<file path="src/rtl/id_ex_stage.sv">
// ID/EX pipeline register with load-use hazard detection.
// Inserts bubbles on stall or flush and tracks saturating event counts.
module id_ex_stage #(
    parameter int CNT_W = 16
) (
    input  logic             clk,
    input  logic             reset,
    input  logic             in_valid,
    input  logic [8:0]       ctrl_in,
    input  logic [4:0]       ext_in,
    input  logic [31:0]      pc4_in,
    input  logic [31:0]      rd1_in,
    input  logic [31:0]      rd2_in,
    input  logic [31:0]      imm_in,
    input  logic [4:0]       rs_in,
    input  logic [4:0]       rt_in,
    input  logic [4:0]       rd_in,
    input  logic             flush,
    output logic             stall_o,
    output logic             ex_valid,
    output logic [8:0]       ex_ctrl,
    output logic [4:0]       ex_ext,
    output logic [31:0]      ex_pc4,
    output logic [31:0]      ex_rd1,
    output logic [31:0]      ex_rd2,
    output logic [31:0]      ex_imm,
    output logic [4:0]       ex_rs,
    output logic [4:0]       ex_rt,
    output logic [4:0]       ex_rd,
    output logic [CNT_W-1:0] stall_count,
    output logic [CNT_W-1:0] flush_count
);

    logic             r_valid;
    logic [8:0]       r_ctrl;
    logic [4:0]       r_ext;
    logic [31:0]      r_pc4;
    logic [31:0]      r_rd1;
    logic [31:0]      r_rd2;
    logic [31:0]      r_imm;
    logic [4:0]       r_rs;
    logic [4:0]       r_rt;
    logic [4:0]       r_rd;
    logic [CNT_W-1:0] r_stall_cnt;
    logic [CNT_W-1:0] r_flush_cnt;

    logic w_uses_rt;
    logic w_rt_hit;
    logic w_hazard;

    // rt is a source only for R-type, sw, beq and bne
    assign w_uses_rt = ctrl_in[1] | ctrl_in[4] | ctrl_in[0] | ext_in[3];
    assign w_rt_hit  = (r_rt == rs_in) | (w_uses_rt & (r_rt == rt_in));
    assign w_hazard  = in_valid & r_valid & r_ctrl[5]
                     & (r_rt != 5'd0) & w_rt_hit;
    assign stall_o   = w_hazard & ~flush;

    always_ff @(posedge clk) begin
        if (reset) begin
            r_valid     <= 1'b0;
            r_ctrl      <= '0;
            r_ext       <= '0;
            r_pc4       <= '0;
            r_rd1       <= '0;
            r_rd2       <= '0;
            r_imm       <= '0;
            r_rs        <= '0;
            r_rt        <= '0;
            r_rd        <= '0;
            r_stall_cnt <= '0;
            r_flush_cnt <= '0;
        end else begin
            // data fields load even during a bubble so ex_rt tracks the stalled op
            r_pc4 <= pc4_in;
            r_rd1 <= rd1_in;
            r_rd2 <= rd2_in;
            r_imm <= imm_in;
            r_rs  <= rs_in;
            r_rt  <= rt_in;
            r_rd  <= rd_in;
            if (flush) begin
                r_valid <= 1'b0;
                r_ctrl  <= '0;
                r_ext   <= '0;
                if (in_valid && (r_flush_cnt != '1))
                    r_flush_cnt <= r_flush_cnt + 1'b1;
            end else if (w_hazard) begin
                r_valid <= 1'b0;
                r_ctrl  <= '0;
                r_ext   <= '0;
                if (r_stall_cnt != '1)
                    r_stall_cnt <= r_stall_cnt + 1'b1;
            end else begin
                r_valid <= in_valid;
                r_ctrl  <= in_valid ? ctrl_in : 9'd0;
                r_ext   <= in_valid ? ext_in : 5'd0;
            end
        end
    end

    assign ex_valid    = r_valid;
    assign ex_ctrl     = r_ctrl;
    assign ex_ext      = r_ext;
    assign ex_pc4      = r_pc4;
    assign ex_rd1      = r_rd1;
    assign ex_rd2      = r_rd2;
    assign ex_imm      = r_imm;
    assign ex_rs       = r_rs;
    assign ex_rt       = r_rt;
    assign ex_rd       = r_rd;
    assign stall_count = r_stall_cnt;
    assign flush_count = r_flush_cnt;

endmodule

</file>
<file path="config.mk">
export PLATFORM = sky130hd
export DESIGN_NAME = id_ex_stage
export DESIGN_NICKNAME = d
export VERILOG_FILES = /design/src/rtl/id_ex_stage.sv
export SDC_FILE = /design/constraint.sdc
export NUM_CORES = 1
export LEC_CHECK = 0
export ABC_AREA = 1
export CAP_MARGIN = 20
export CORE_MARGIN = 1.5
export CORE_UTILIZATION = 32
export DETAILED_ROUTE_END_ITERATION = 10
export PLACE_DENSITY = 0.68
export REMOVE_ABC_BUFFERS = 1
export SETUP_SLACK_MARGIN = 0.4
export SKIP_CTS_REPAIR_TIMING = 1
export SYNTH_ARGS = -nofsm -noshare
export SYNTH_HDL_FRONTEND = slang
export SYNTH_SLANG_ARGS = --single-unit
export TNS_END_PERCENT = 5
</file>
<file path="constraint.sdc">
create_clock -name clk -period 2.7 [get_ports clk]
set_input_delay 0.81 -clock clk [delete_from_list [all_inputs] [get_ports clk]]
set_output_delay 0.81 -clock clk [all_outputs]
set_load 0.01 [all_outputs]
</file>
==> metrics <==
final wirelength=20070 microns; sequential share of the synthesized area=58.74%; First DRT Iteration DRCs=approximately 170; top-area cell type share of the netlist area=58.74%; share of the synthesized netlist area taken by xor and xnor gates=1.758%; initial standard-cell utilization of the core=32.94%; period utilization=92.42%; register cell area after layout=approximately 0.0038 sq mm; DR pass1 iterations=4; Antenna Violating Nets Remaining=0; Buffers & Inverters on Critical Path=3; clock root cell=sky130_fd_sc_hd__clkbuf_16; NumNets Final=around 1.4k; post-synthesis cell type count=34; type of the worst setup path=in2out; mean instance size in the synthesized netlist=7.811 sq um; Worst Setup Start Kind=input port; total grt overflow=0; register bit total from synthesis=between 150 and 200; clock skew=a little over 0.01 ns; endpoint of the worst setup timing path=stall_o; critical path endpoint category=output port; DIE HEIGHT=about 150 microns; vias post-DR=between 5k and 6k; Die ar.=0.02110 sq mm; Num CTS Buffers=17; standard cell with the maximum stage delay on the critical path=sky130_fd_sc_hd__nand2_4; final weighted congestion in routability-driven placement=0.8562; number of max-capacitance violations reported=0; largest driver fanout on the critical path=2; placement-stage worst setup slack=-0.6245 ns; Post-Syn Area=between 0.006 and 0.007 sq mm; largest family of logic cells by synthesized area=simple AND/OR/NAND/NOR gates; share of total power in combinational logic=12.4%; area fraction in compound gates after synthesis=2.435%; RSZ-0062 raised after global routing=true; switching power total=1.563 mW; total area of multi-input combinational cells=0.001858 sq mm; cell types with the largest area share after synthesis=sky130_fd_sc_hd__dfxtp_1 59%, sky130_fd_sc_hd__nor2_1 12%, sky130_fd_sc_hd__inv_1 12%, sky130_fd_sc_hd__nand2_1 6.2%, sky130_fd_sc_hd__nand3_1 1.4%; data required time of the worst path=roughly 1.9 ns; number of vias per cell after detailed routing=between 4 and 5; hold violation total from the final report=0; utilization after layout=56.11%; TritonCTS clock tree=built; cell-by-cell trace of the critical path=clkbuf_2, inv_1, nand2_1, nand2_1, nor2_2, nand3_2, nand2_4, nand2_4, nor2_4, buf_6; worst skew pair latency=0.42 ns; Worst Setup Slack, final=0.2046 ns; simple-gate share of the synthesized area=23.23%; post-synthesis to final-layout area growth=70.30%; run status=complete, no violations; Clock Sinks=190; proportion of synthesized flip-flops having asynchronous set or reset=0%; Worst path max stage delay=0.11 ns; mux share of post-synthesis cell area=0%; number of antenna violations at the first check in global routing=1; fraction of power consumed by the clock network=40.1%; fmax=400.7 MHz; maximum number of buffers from clock root to sink=2; x dimension of the die=145.2 microns; family with the most delay on the worst path=simple AND/OR/NAND/NOR gates; wire length of the first global-routing pass=~31000 microns; placeable core area=0.01965 sq mm; critical path depth=10; slew at the pin closest to its max-slew limit=around 0.65 ns; number of cells traversed by the worst register-to-register path=12; Yosys warning total=0; leading cell type in the layout, fill and taps excluded=sky130_fd_sc_hd__clkdlybuf4s50_1; Internal Pwr Total=4.666 mW; cell type with the largest total area after synthesis=sky130_fd_sc_hd__dfxtp_1; minimum setup slack among reg-to-reg paths=between 0.8 and 0.9 ns; portion of total power attributed to sequential cells=a little under half; Cell Pwr Density=564.9 mW/mm^2; number of core rows=51; H-tree lvl count=4; number of buffers added on ports=351; I/O pin count=about 350; detailed-route DRC error count=0; placed standard-cell area=0.01037 sq mm; routed length per instance=between 10 and 15 microns; fin crit period=2.495 ns; clock slew seen by the registers of the worst setup and hold paths=0.07 ns; startpoint of the worst setup timing path=rt_in[4]; Synth Area in Adders=0.3865%; commonest cells after routing, fill and taps aside=334 x sky130_fd_sc_hd__clkdlybuf4s50_1, 210 x sky130_fd_sc_hd__nor2_1, 195 x sky130_fd_sc_hd__inv_1; most used flip-flop cell after synthesis=sky130_fd_sc_hd__dfxtp_1; max-slew violations=0; Critical R2R Capture=flush_count[4]; WHS=0.5151 ns; fill cell instance count of the final layout=1863; type of the worst min-delay path=reg2reg; worst reg2reg startpoint=flush_count[0]; finished layout cell area=about 0.011 sq mm; detailed-placement wirelength estimate=between 15000 and 20000 microns; overall fraction of global-route tracks in use=19.05%; Pleak=5.136 nW; pin count of the biggest net entering global routing=between 90 and 100; post-synthesis instance total=829; critical path data arrival time=1.69 ns; headroom to the max-slew limit=56.80%; Final setup violation count=0; largest voltage drop on the vdd net=just under 0.4 mV; vias in the first global route=5861; number of enable flip-flop cells after synthesis=0; fraction of power spent switching nets=25.09%; fraction of layout cells with a size suffix above 1=8.512%
[metal layers]
| layer | share of wire [%] | global-route usage (%) | up-vias |
|---|---|---|---|
| met5 | 0 | 0 | - |
| li1 | - | - | 3104 |
| met4 | 1.2 | 4.949 | 0 |
| met3 | 12 | 10.19 | 17 |
| met1 | 35 | 18.67 | 2611 |
| met2 | 52 | 34.71 | 197 |
[cells by family (layout without fill, tap and decap cells)]
| group | count (synthesis) | after routing |
|---|---|---|
| flops | 190 | 190 |
| simple gates | 369 | 369 |
| fa+ha+maj | 2 | 2 |
| buf+inv | 226 | 607 |
| other cells | 0 | 1 |
| xor+xnor | 13 | 13 |
| compound gates | 29 | 29 |
[flip-flops by register name, indices dropped and copies added, names as in the netlist]
name	count
ex_ctrl	9
ex_ext	5
ex_imm	32
ex_pc4	32
ex_rd	5
ex_rd1	32
ex_rd2	32
ex_rs	5
ex_rt	5
ex_valid	1
flush_count	16
stall_count	16
[worst min-delay path by stage]
stage                     slack, ns           start  cells past startpoint        endpoint
after detailed placement       0.49  flush_count[0]                      1  flush_count[0]
after CTS                      0.51  flush_count[0]                      1  flush_count[0]
after floorplan                0.50  flush_count[0]                      1  flush_count[0]
final                          0.52  flush_count[0]                      1  flush_count[0]
after global routing           0.55  flush_count[0]                      1  flush_count[0]
after global placement         0.48  flush_count[0]                      1  flush_count[0]
[through the flow]
step                TNS (ns)  instances  total power, mW
finish                     0       1476            6.229
global route               0       1475            6.523
CTS                  -0.6294       1474            6.323
detailed placement   -0.6245       1442            3.796
global placement     -0.6244       1442            3.790
floorplan                  0        806            3.216
[cells in the mapped netlist, types with 3 or more instances]
library cell	number
sky130_fd_sc_hd__nor2_1	215
sky130_fd_sc_hd__inv_1	199
sky130_fd_sc_hd__dfxtp_1	190
sky130_fd_sc_hd__nand2_1	107
sky130_fd_sc_hd__nand3_1	18
sky130_fd_sc_hd__a21oi_1	13
sky130_fd_sc_hd__clkbuf_1	13
sky130_fd_sc_hd__o21ai_0	12
sky130_fd_sc_hd__nand4_1	10
sky130_fd_sc_hd__xor2_1	7
sky130_fd_sc_hd__buf_1	6
sky130_fd_sc_hd__xnor2_1	6
sky130_fd_sc_hd__nand2_2	4
sky130_fd_sc_hd__nor2_2	3
sky130_fd_sc_hd__nor3_1	3
[final cells by class]
cell class	count	share of cell area [%]
multi-input combinational	413	16.85
antenna	1	0.02269
timing repair buffer	372	33.16
inverter	203	6.933
tap	265	3.007
clock buffer	18	3.983
clock inverter	14	1.475
sequential	190	34.57
[power groups by stage]
stage / logic, mW / registers, mW / clock network, mW
global route: 0.841 / 2.97 / 2.71
CTS: 0.777 / 2.96 / 2.59
detailed placement: 0.771 / 3.02 / 0
global placement: 0.770 / 3.02 / 0
floorplan: 0.128 / 3.09 / 0
finish: 0.772 / 2.96 / 2.50
No activity file was read; power rests on OpenSTA's default activity.
